<file path="config.mk">
export PLATFORM = sky130hd
export DESIGN_NAME = btn_debounce
export DESIGN_NICKNAME = d
export VERILOG_FILES = /design/src/rtl/btn_debounce_pkg.sv /design/src/rtl/btn_debounce_sync_2ff.sv /design/src/rtl/btn_debounce.sv
export SDC_FILE = /design/constraint.sdc
export NUM_CORES = 1
export LEC_CHECK = 0
export BUFFER_PORTS_ARGS = -buffer_cell sky130_fd_sc_hd__buf_2
export CORE_MARGIN = 2
export CORE_UTILIZATION = 62
export DETAILED_ROUTE_END_ITERATION = 7
export PLACE_DENSITY = 0.78
export RECOVER_POWER = 25
export SETUP_SLACK_MARGIN = 0.1
export SYNTH_ARGS = -nofsm -noshare
export SYNTH_HDL_FRONTEND = slang
export SYNTH_HIERARCHICAL = 1
export SYNTH_SLANG_ARGS = --single-unit
export TNS_END_PERCENT = 100
</file>
<file path="constraint.sdc">
create_clock -name clk -period 2.15 [get_ports clk]
set_input_delay 0.215 -clock clk [delete_from_list [all_inputs] [get_ports clk]]
set_output_delay 0.215 -clock clk [all_outputs]
set_load 0.05 [all_outputs]
</file>
<file path="src/rtl/btn_debounce_pkg.sv">
// btn_debounce_pkg: shared FSM state encoding and default timing parameters
package btn_debounce_pkg;
    typedef enum logic [1:0] {
        IDLE         = 2'd0,
        PRESS_WAIT   = 2'd1,
        PRESSED      = 2'd2,
        RELEASE_WAIT = 2'd3
    } state_t;
    localparam int DEF_DEBOUNCE_CYCLES = 1000000;
    localparam int DEF_LONG_CYCLES     = 100000000;
endpackage

</file>
<file path="src/rtl/btn_debounce_sync_2ff.sv">
// sync_2ff: two-flop synchroniser for a single asynchronous input bit
module sync_2ff (
    input  logic clk,
    input  logic rst_n,
    input  logic d,
    output logic q
);
    logic meta_q;
    logic sync_q;
    always_ff @(posedge clk or negedge rst_n) begin
        if (!rst_n) begin
            meta_q <= 1'b0;
            sync_q <= 1'b0;
        end else begin
            meta_q <= d;
            sync_q <= meta_q;
        end
    end
    assign q = sync_q;
endmodule

</file>
<file path="src/rtl/btn_debounce.sv">
// btn_debounce: debounces a push-button and emits press, release and long-press strobes
module btn_debounce
    import btn_debounce_pkg::*;
#(
    parameter int DEBOUNCE_CYCLES = DEF_DEBOUNCE_CYCLES,
    parameter int LONG_CYCLES     = DEF_LONG_CYCLES
) (
    input  logic clk,
    input  logic rst_n,
    input  logic btn_in,
    output logic btn_level,
    output logic press_pulse,
    output logic release_pulse,
    output logic long_pulse
);
    localparam int DW = $clog2(DEBOUNCE_CYCLES);
    localparam int LW = $clog2(LONG_CYCLES);
    localparam logic [DW-1:0] DB_MAX   = DW'(DEBOUNCE_CYCLES - 1);
    localparam logic [LW-1:0] LONG_MAX = LW'(LONG_CYCLES - 1);

    if (DEBOUNCE_CYCLES < 2 || LONG_CYCLES <= DEBOUNCE_CYCLES) begin : g_param_err
        $error("btn_debounce: requires DEBOUNCE_CYCLES>=2 and LONG_CYCLES>DEBOUNCE_CYCLES");
    end

    logic          btn_s;
    state_t        state_q, state_d;
    logic [DW-1:0] db_q, db_d;
    logic [LW-1:0] hold_q, hold_d;
    logic          long_done_q, long_done_d;
    logic          level_q, level_d;
    logic          press_q, press_d;
    logic          release_q, release_d;
    logic          long_q, long_d;

    sync_2ff u_sync (
        .clk  (clk),
        .rst_n(rst_n),
        .d    (btn_in),
        .q    (btn_s)
    );

    always_ff @(posedge clk or negedge rst_n) begin
        if (!rst_n) begin
            state_q     <= IDLE;
            db_q        <= '0;
            hold_q      <= '0;
            long_done_q <= 1'b0;
            level_q     <= 1'b0;
            press_q     <= 1'b0;
            release_q   <= 1'b0;
            long_q      <= 1'b0;
        end else begin
            state_q     <= state_d;
            db_q        <= db_d;
            hold_q      <= hold_d;
            long_done_q <= long_done_d;
            level_q     <= level_d;
            press_q     <= press_d;
            release_q   <= release_d;
            long_q      <= long_d;
        end
    end

    always_comb begin
        state_d     = state_q;
        db_d        = db_q;
        hold_d      = hold_q;
        long_done_d = long_done_q;
        level_d     = level_q;
        press_d     = 1'b0;
        release_d   = 1'b0;
        long_d      = 1'b0;
        case (state_q)
            IDLE: begin
                if (btn_s) begin
                    state_d     = PRESS_WAIT;
                    db_d        = '0;
                    hold_d      = '0;
                    long_done_d = 1'b0;
                end
            end
            PRESS_WAIT: begin
                if (!btn_s) begin
                    state_d = IDLE;
                end else if (db_q == DB_MAX) begin
                    state_d = PRESSED;
                    level_d = 1'b1;
                    press_d = 1'b1;
                end else begin
                    db_d = db_q + 1'b1;
                end
            end
            PRESSED: begin
                // hold counter saturates at LONG_MAX; the long strobe fires once there
                if (hold_q != LONG_MAX) begin
                    hold_d = hold_q + 1'b1;
                end else if (!long_done_q) begin
                    long_d      = 1'b1;
                    long_done_d = 1'b1;
                end
                if (!btn_s) begin
                    state_d = RELEASE_WAIT;
                    db_d    = '0;
                end
            end
            RELEASE_WAIT: begin
                if (hold_q != LONG_MAX) hold_d = hold_q + 1'b1;
                if (btn_s) begin
                    state_d = PRESSED;
                end else if (db_q == DB_MAX) begin
                    state_d   = IDLE;
                    level_d   = 1'b0;
                    release_d = 1'b1;
                end else begin
                    db_d = db_q + 1'b1;
                end
            end
        endcase
    end

    assign btn_level     = level_q;
    assign press_pulse   = press_q;
    assign release_pulse = release_q;
    assign long_pulse    = long_q;
endmodule

</file>
==> results of run 1 <==
-- critical path: stages, from the launching register on --
cell	delay (ps)
dfrtp_1	440
nand4b_1	180
or4_1	430
or4_4	530
nand2_2	110
mux2i_1	190
-- cells in the mapped netlist, drive strengths merged, types with 5 or more instances --
cell type and count:
nor3 9, nor2 33, nand2 36, a21oi 7
mux2i 7, nand3 35, and4 5, nor4b 7
nand4 16, nand2b 6, o21ai 14, a22o 5
nor4 10, buf 8, xor2 15, clkbuf 7
dfrtp 56, and3 10
-- worst max-delay path by stage --
stage | from | endpoint | cells past startpoint
3_3_place_gp | hold_q[11]$_DFFE_PN0P_ | hold_q[1]$_DFFE_PN0P_ | 5
5_1_grt | db_q[1]$_DFFE_PN0P_ | db_q[13]$_DFFE_PN0P_ | 6
2_1_floorplan | db_q[0]$_DFFE_PN0P_ | db_q[12]$_DFFE_PN0P_ | 7
3_5_place_dp | db_q[0]$_DFFE_PN0P_ | db_q[14]$_DFFE_PN0P_ | 7
4_1_cts | db_q[0]$_DFFE_PN0P_ | db_q[14]$_DFFE_PN0P_ | 7
6_report | hold_q[11]$_DFFE_PN0P_ | hold_q[0]$_DFFE_PN0P_ | 5
-- cells by family after synthesis --
group	Yosys count	share of synthesized area
flops	56	0.458
fa+ha+maj	2	0.00818
buf+inv	20	0.0286
xor+xnor	17	0.0487
simple gates	186	0.336
mux	10	0.0340
compound gates	40	0.0863
-- cell type report --
cell class                 instances  area (um2)
clock inverter                     2        35.0
sequential                        56        1400
fill                             388        1390
inverter                           5        18.8
tap                               67        83.8
multi-input combinational        255        1600
timing repair buffer              22         150
clock buffer                       6        72.6
-- per-layer routing --
layer,track usage,share of wire
met5,0,0
met3,0.0366,0.067
met2,0.390,0.46
met1,0.409,0.45
met4,0.101,0.020
-- stage by stage --
stage               instance area, um2  power [mW]  worst slack (ps)   util
global route                      3360        1.96              85.7  0.707
detailed placement                3210        1.22               167  0.676
CTS                               3330        1.90               148  0.701
floorplan                         3060        1.17               329      -
global placement                  3210        1.22               235  0.676
finish                            3360        1.88               178  0.707
-- report_power, final --
part           switching [mW]  leakage [nW]  internal, mW
clock network           0.328        0.0552         0.346
registers              0.0283         0.773          1.07
logic                  0.0670         0.630        0.0381
-- timing repair --
action / 4_1_cts / 5_1_grt
hold buffers: 1 / 0
gates resized for setup: 0 / 6
endpoints found under the hold margin: 17 / 0
setup endpoints to repair: 0 / 6
==> results.yml, run 1 <==
detailed_routing:
  num_vias: 2603
  drc: 0
  ant_nets: 0
  drt-total-wl_um: 6790
  detail_route.wl_per_cell_um: 16.4
  drt_pass1_iterations: 5
  first_iter_violations: 232
  vias_per_cell: 6.30
synthesis:
  async_flop_share: 1.00
  syn-num-nets: 336
  synth-seq-area-share: 0.458
  synth_top_area_frac: 0.458
  synth_top_area_cell: "dfrtp_1"
  netlist_instances: 331
  synth_flop_cell: "dfrtp_1"
  synth-edff-count: 0
  synth_seq_cells: 56
  syn_avg_cell_area_um2: 9.24
  syn_area_um2: 3060
  synth_cell_types: 50
  yosysWarnings: 6
  synth_area_leaders: "dfrtp_1 46%, nand3_1 5.6%, nand2_1 4.3%"
global_routing:
  grt_pass1_vias: 2335
  grt_use_total: 0.268
  grt_pass1_wl_um: 11300
  grt_overflow_total: 0
  antenna_found_initial: 0
  grt_max_degree: 29
job:
  drv_cap: 0
sta:
  relSlewSlack: 0.345
  fmax_ghz: 0.507
  final-setup-viol-count: 0
  final-max-slew-violation-count: 0
  setup_tns_ps: 0
  worst_hold_slack_ps: 11.0
  grt_setup_unrepaired: "no"
  timing.final.crit_share: 0.917
  fin_skew_ps: 12.1
  worst_slew_pin_slew_ps: 983
  period_needed_ps: 1970
  hold_violations: 0
worst_setup_path:
  cp.arrival_ps: 2210
  path_class: "reg -> reg"
  rr_startpoint: "hold_q[11]$_DFFE_PN0P_"
  r2r_cells: 5
  worstPathMaxFanout: 5
  worst_setup_path_start_kind: "register"
  r2r_slack_ps: 180
  crit_required_ps: 2390
  reg2reg_to: "hold_q[0]$_DFFE_PN0P_"
  end_kind: "register"
floorplanning:
  io_pins: 7
  rows: 25
  start_util: 0.643
  die_h_um: 74.2
  die_w_um: 74.2
  core-area_um2: 4750
  die_area_um2: 5510
final_layout:
  max_flop_register: "hold_q"
  final_cells: 413
  syn2layout_area_growth_pct: 9.94
  diodes: 0
  nets: 350
  final_cell_mix: "56 x dfrtp_1, 35 x nand2_1, 34 x nand3_1, 32 x nor2_1, 16 x nand4_1"
  drive_gt1_frac: 0.130
  largest_register_ffs: 27
  reg.largest.list: "hold_q x27, db_q x20"
  layout_commonest_cell: "dfrtp_1"
cts:
  clkSinkCount: 56
  clockBufferDepth: 2
  clock_latency_ps: 310
  cts_setup_buffers: 0
  root_buffer: "clkbuf_8"
  clkTransAtPathRegs_ps: 100
  tritoncts: "yes"
  numCtsBuffers: 5
  cts_max_level: 2
placed_design:
  place_hpwl_um: 4800
  numPortBuffers: 6
  place_inst: 403
  gp_congestion: 0.946
hold_path:
  min_path_cells: 1
  hold_end: "u_sync/meta_q$_DFF_PN0_"
  hold_path_class: "in -> reg"
  hp-start: "btn_in"
power_and_ir_drop:
  p_leak_nw: 1.46
  vdd_drop_max_uv: 484
  power_per_cell_area_nw_per_um2: 558
outcome:
  status: "complete, no violations"
(Power assumes the default switching activity.)
==> run 2, diff against run 1 <==
--- a/config.mk
+++ b/config.mk
@@ -5,10 +5,10 @@
 export SDC_FILE = /design/constraint.sdc
 export NUM_CORES = 1
 export LEC_CHECK = 0
-export BUFFER_PORTS_ARGS = -buffer_cell sky130_fd_sc_hd__buf_2
 export CORE_MARGIN = 2
-export CORE_UTILIZATION = 62
+export CORE_UTILIZATION = 63
 export DETAILED_ROUTE_END_ITERATION = 7
+export DONT_BUFFER_PORTS = 1
 export PLACE_DENSITY = 0.78
 export RECOVER_POWER = 25
 export SETUP_SLACK_MARGIN = 0.1
==> run 2 against run 1 <==
Against the previous run: cell area fell by 1.4%; sequential power barely moved; global-route usage shrank 0.16 points; clock skew down 8.3 ps; sequential share of layout area grew 0.66 points; fmax is 0.56% higher; clock-buffer cell count is 1 higher; critical endpoint is now db_q[14]$_DFFE_PN0P_; largest cell class unchanged.
==> results.yml, run 2 (same netlist as run 1, synthesis figures left out) <==
outcome:
  status: "complete, no violations"
sta:
  grt_setup_unrepaired: "no"
  timing.final.crit_share: 0.912
  relSlewSlack: 0.103
  setup_tns_ps: 0
  hold_violations: 0
  final-setup-viol-count: 0
  fmax_ghz: 0.510
  final-max-slew-violation-count: 0
  worst_slew_pin_slew_ps: 1340
  period_needed_ps: 1960
  fin_skew_ps: 3.86
  fin_ws_ps: 189
detailed_routing:
  first_iter_violations: 250
  ant_nets: 0
  vias_per_cell: 6.37
  drt-total-wl_um: 6520
  num_vias: 2509
  detail_route.wl_per_cell_um: 16.6
  drt_pass1_iterations: 4
  drc: 0
final_layout:
  final_cell_mix: "54 x dfrtp_1, 35 x nand2_1, 34 x nand3_1, 32 x nor2_1, 16 x nand4_1"
  layout_commonest_cell: "dfrtp_1"
  diodes: 0
  drive_gt1_frac: 0.126
  syn2layout_area_growth_pct: 8.43
  reg.largest.list: "hold_q x27, db_q x20"
  largest_register_ffs: 27
  nets: 345
  max_flop_register: "hold_q"
  final_util: 0.707
worst_setup_path:
  rr_startpoint: "db_q[0]$_DFFE_PN0P_"
  cpPeakStageDelay_ps: 420
  worst_setup_path_start_kind: "register"
  path_class: "reg -> reg"
  crit_required_ps: 2350
  crit_path_top_delay_cell: "dfrtp_1"
  cp.depth: 7
  end_kind: "register"
  r2r_cells: 7
  path_delay_family: "simple AND/OR/NAND/NOR gates"
  worstPathMaxFanout: 22
  r2r_slack_ps: 190
  cp.arrival_ps: 2160
  worst-path-buf-inv: 1
  reg2reg_to: "db_q[14]$_DFFE_PN0P_"
  path_cells: "ha_1 > nand4_1 > or2_2 > o21ai_1 > buf_4 > nor4b_1 > a211o_1"
floorplanning:
  die_h_um: 73.7
  die_area_um2: 5430
  die_w_um: 73.7
  rows: 25
  core-area_um2: 4690
  io_pins: 7
  start_util: 0.652
power_and_ir_drop:
  p_seq_frac: 0.606
  p_total_mw: 1.80
  p_leak_nw: 1.41
  power_per_cell_area_nw_per_um2: 544
  vdd_drop_max_uv: 365
  switching_share: 0.229
  p_sw_mw: 0.413
  clkPwrFrac: 0.337
  p_int_mw: 1.39
  p_comb_frac: 0.056
global_routing:
  grt_overflow_total: 0
  antenna_found_initial: 0
  grt_use_total: 0.266
  grt_max_degree: 57
  grt_pass1_wl_um: 11000
  grt_pass1_vias: 2246
placed_design:
  place_hpwl_um: 4440
  place_ws_ps: 166
  numPortBuffers: 0
  gp_congestion: 0.846
cts:
  numCtsBuffers: 5
  clockBufferDepth: 2
  clock_latency_ps: 310
  root_buffer: "clkbuf_8"
  tritoncts: "yes"
  clkTransAtPathRegs_ps: 90
  clkSinkCount: 56
  cts_max_level: 2
job:
  drv_cap: 0
hold_path:
  hold_end: "u_sync/q$_DFF_PN0_"
  hp-start: "u_sync/meta_q$_DFF_PN0_"
  hold_path_class: "reg -> reg"
  min_path_cells: 0
run 2: cell count changes in the layout (fill, tap and decap cells not counted), moves of 2 or more:
cell	previous run	this run
nor4_2	0	2
buf_2	6	0
dfrtp_1	56	54
clkbuf_1	2	0
clkbuf_8	5	7
buf_4	12	14
dfrtp_2	0	2
run 2: worst reg2reg max path, delay by kind of cell (launching register included):
family / cells / cell delay [ps]
simple gates: 3 / 580
flops: 1 / 420
compound gates: 2 / 370
buf+inv: 1 / 260
fa+ha+maj: 1 / 230
run 2: timing repair:
action                                 in CTS  in global routing
endpoints found under the hold margin      57                  0
hold buffers                                3                  0
setup buffers                               0                  2
setup endpoints to repair                   0                  7
gates resized for setup                     0                  7
run 2: layer usage:
metal / GRT usage / vias up / wire [um]
li1: - / 1226 / -
met1: 0.396 / 1195 / 3100
met2: 0.381 / 77 / 2920
met3: 0.0604 / 11 / 374
met4: 0.0909 / 0 / 121
met5: 0 / - / 0
run 2: worst max-delay path by stage:
stage                                   start              endpoint  slack [ps]
after floorplan           db_q[0]$_DFFE_PN0P_  db_q[12]$_DFFE_PN0P_         330
after global placement    db_q[0]$_DFFE_PN0P_  db_q[12]$_DFFE_PN0P_         210
after detailed placement             register  db_q[15]$_DFFE_PN0P_         170
after CTS                            register  db_q[15]$_DFFE_PN0P_         140
after global routing      db_q[0]$_DFFE_PN0P_  db_q[12]$_DFFE_PN0P_         100
final                     db_q[0]$_DFFE_PN0P_  db_q[14]$_DFFE_PN0P_         190
run 2: layout make-up:
class / count / area, um2
multi-input cells: 255 / 1600
flip-flops and latches: 56 / 1400
fillers: 361 / 1380
repair buffers: 17 / 130
clock buffers: 7 / 96.3
well taps: 54 / 67.6
inverters: 5 / 18.8
run 2: per-stage QoR:
stage	instances	hold slack (ps)	area [um2]
2_1_floorplan	331	-80.6	3060
3_3_place_gp	382	-79.5	3150
3_5_place_dp	382	-79.5	3150
4_1_cts	392	359	3300
5_1_grt	394	369	3320
6_report	394	355	3320
run 2: power by group through the flow:
stage / combinational (mW) / sequential [mW] / clock (mW)
after global routing: 0.114 / 1.10 / 0.681
after floorplan: 0.0704 / 1.10 / 0
after global placement: 0.0763 / 1.11 / 0
after detailed placement: 0.0774 / 1.11 / 0
after CTS: 0.108 / 1.09 / 0.625
final: 0.101 / 1.09 / 0.609
==> run 3, diff against run 2 <==
==> constraint.sdc (replaced) <==
create_clock -name clk -period 2.15 [get_ports clk]
set_input_delay 0.215 -clock clk [delete_from_list [all_inputs] [get_ports clk]]
set_output_delay 0.215 -clock clk [all_outputs]
set_load 0.1 [all_outputs]
==> run 3 against run 2 <==
Against the previous run: sequential cell count is the same; fmax decreased by 0.32%; utilization is 0.16 points higher; largest power group unchanged; highest routed layer unchanged; hold slack improved by 5.1 ps; critical path depth is 2 lower; cell area increased by 0.23%; total power down 3.2%; clock skew increased by 9.8 ps; critical endpoint is now hold_q[1]$_DFFE_PN0P_; clock-buffer cell count fell by 1; via count up 0.88%; first-iteration DRC count is 34% lower; final cell count up 1.0%.
==> results.yml, run 3 (same netlist as run 1, synthesis figures left out) <==
placed_design:
  place_hpwl_um: 4350
  place_ws_ps: 217
  gp_congestion: 0.865
  place_inst: 387
  placed_area_um2: 3190
  numPortBuffers: 0
final_layout:
  final_cells: 398
  final.fill_count: 356
  nets: 349
  final-seq-area_um2: 1400
  max_flop_register: "hold_q"
  diodes: 0
  largest_register_ffs: 27
  final_util: 0.708
  final_cell_mix: "56 x dfrtp_1, 35 x nand2_1, 34 x nand3_1, 32 x nor2_1, 17 x buf_4"
  final_area_um2: 3320
  reg.largest.list: "hold_q x27, db_q x20"
  multi_input_comb_area_um2: 1590
  layout_commonest_cell: "dfrtp_1"
  syn2layout_area_growth_pct: 8.67
  drive_gt1_frac: 0.125
worst_setup_path:
  crit_required_ps: 2390
  cp.arrival_ps: 2200
  r2r_cells: 5
  path_class: "reg -> reg"
  end_kind: "register"
  worstPathMaxFanout: 5
  rr_startpoint: "hold_q[11]$_DFFE_PN0P_"
  reg2reg_to: "hold_q[1]$_DFFE_PN0P_"
  worst_setup_path_start_kind: "register"
  r2r_slack_ps: 180
cts:
  clkSinkCount: 56
  cts_max_level: 2
  clockBufferDepth: 2
  tritoncts: "yes"
  clkTransAtPathRegs_ps: 100
  clock_latency_ps: 310
  numCtsBuffers: 5
  root_buffer: "clkbuf_8"
global_routing:
  grt_pass1_vias: 2181
  grt_use_total: 0.247
  grt_pass1_wl_um: 10300
  grt_max_degree: 57
  antenna_found_initial: 0
  grt_overflow_total: 0
power_and_ir_drop:
  vdd_drop_max_uv: 438
  power_per_cell_area_nw_per_um2: 525
  p_leak_nw: 1.43
floorplanning:
  core-area_um2: 4690
  io_pins: 7
  die_area_um2: 5430
  die_w_um: 73.7
  start_util: 0.652
  die_h_um: 73.7
  rows: 25
sta:
  fmax_ghz: 0.508
  worst_slew_pin_slew_ps: 1350
  grt_setup_unrepaired: "no"
  period_needed_ps: 1970
  setup_tns_ps: 0
  fin_ws_ps: 183
  timing.final.crit_share: 0.915
  hold_violations: 0
  final-max-slew-violation-count: 0
  final-setup-viol-count: 0
  relSlewSlack: 0.100
  fin_skew_ps: 13.7
job:
  drv_cap: 0
detailed_routing:
  vias_per_cell: 6.36
  detail_route.wl_per_cell_um: 15.9
  drt-total-wl_um: 6330
  ant_nets: 0
  num_vias: 2531
  first_iter_violations: 165
  drt_pass1_iterations: 4
  drc: 0
outcome:
  status: "complete, no violations"
hold_path:
  hold_path_class: "reg -> reg"
  min_path_cells: 0
  hold_end: "u_sync/q$_DFF_PN0_"
  hp-start: "u_sync/meta_q$_DFF_PN0_"
[run 3: worst max-delay path, stage by stage, from the launching register on]
cell and delay (ps):
dfrtp_1 450, nand4b_1 180, or4_1 430, or4_4 530, nand2_2 120, mux2i_1 190
[run 3: repair_timing]
item	CTS	global route
setup endpoints to repair	0	6
setup buffers	0	1
hold buffers	3	0
endpoints found under the hold margin	57	0
gates resized for setup	0	5
[run 3: power breakdown]
part	switching [mW]	internal, mW	leakage [nW]
clock	0.323	0.223	0.0410
sequential	0.0273	1.07	0.773
combinational	0.0663	0.0370	0.613
total	0.417	1.33	1.43
[run 3: layer usage]
layer | vias up | GRT usage | routed length, um
met2 | 79 | 0.349 | 2760
met5 | - | 0 | 0
met4 | 0 | 0.0828 | 88
li1 | 1238 | - | -
met3 | 10 | 0.0535 | 401
met1 | 1204 | 0.376 | 3080
[run 3: layout make-up]
cell class,count,area share
clock buffer,6,0.0218
clock inverter,1,0.00151
inverter,5,0.00565
multi-input combinational,255,0.480
sequential,56,0.422
tap,54,0.0203
timing repair buffer,21,0.0493
[run 3: worst max-delay path by stage]
stage / end / slack [ps] / depth (start not counted) / from
4_1_cts: db_q[12]$_DFFE_PN0P_ / 190 / 7 / db_q[0]$_DFFE_PN0P_
2_1_floorplan: db_q[12]$_DFFE_PN0P_ / 330 / 7 / db_q[0]$_DFFE_PN0P_
6_report: hold_q[1]$_DFFE_PN0P_ / 180 / 5 / hold_q[11]$_DFFE_PN0P_
3_3_place_gp: hold_q[1]$_DFFE_PN0P_ / 250 / 5 / hold_q[11]$_DFFE_PN0P_
5_1_grt: db_q[12]$_DFFE_PN0P_ / 90 / 7 / db_q[1]$_DFFE_PN0P_
3_5_place_dp: db_q[12]$_DFFE_PN0P_ / 220 / 7 / db_q[0]$_DFFE_PN0P_
[run 3: metrics by stage]
step	hold slack [ps]	total power [mW]
after global placement	-79.6	1.19
final	360	1.75
after global routing	374	1.83
after CTS	357	1.76
after detailed placement	-79.5	1.19
after floorplan	-80.6	1.17
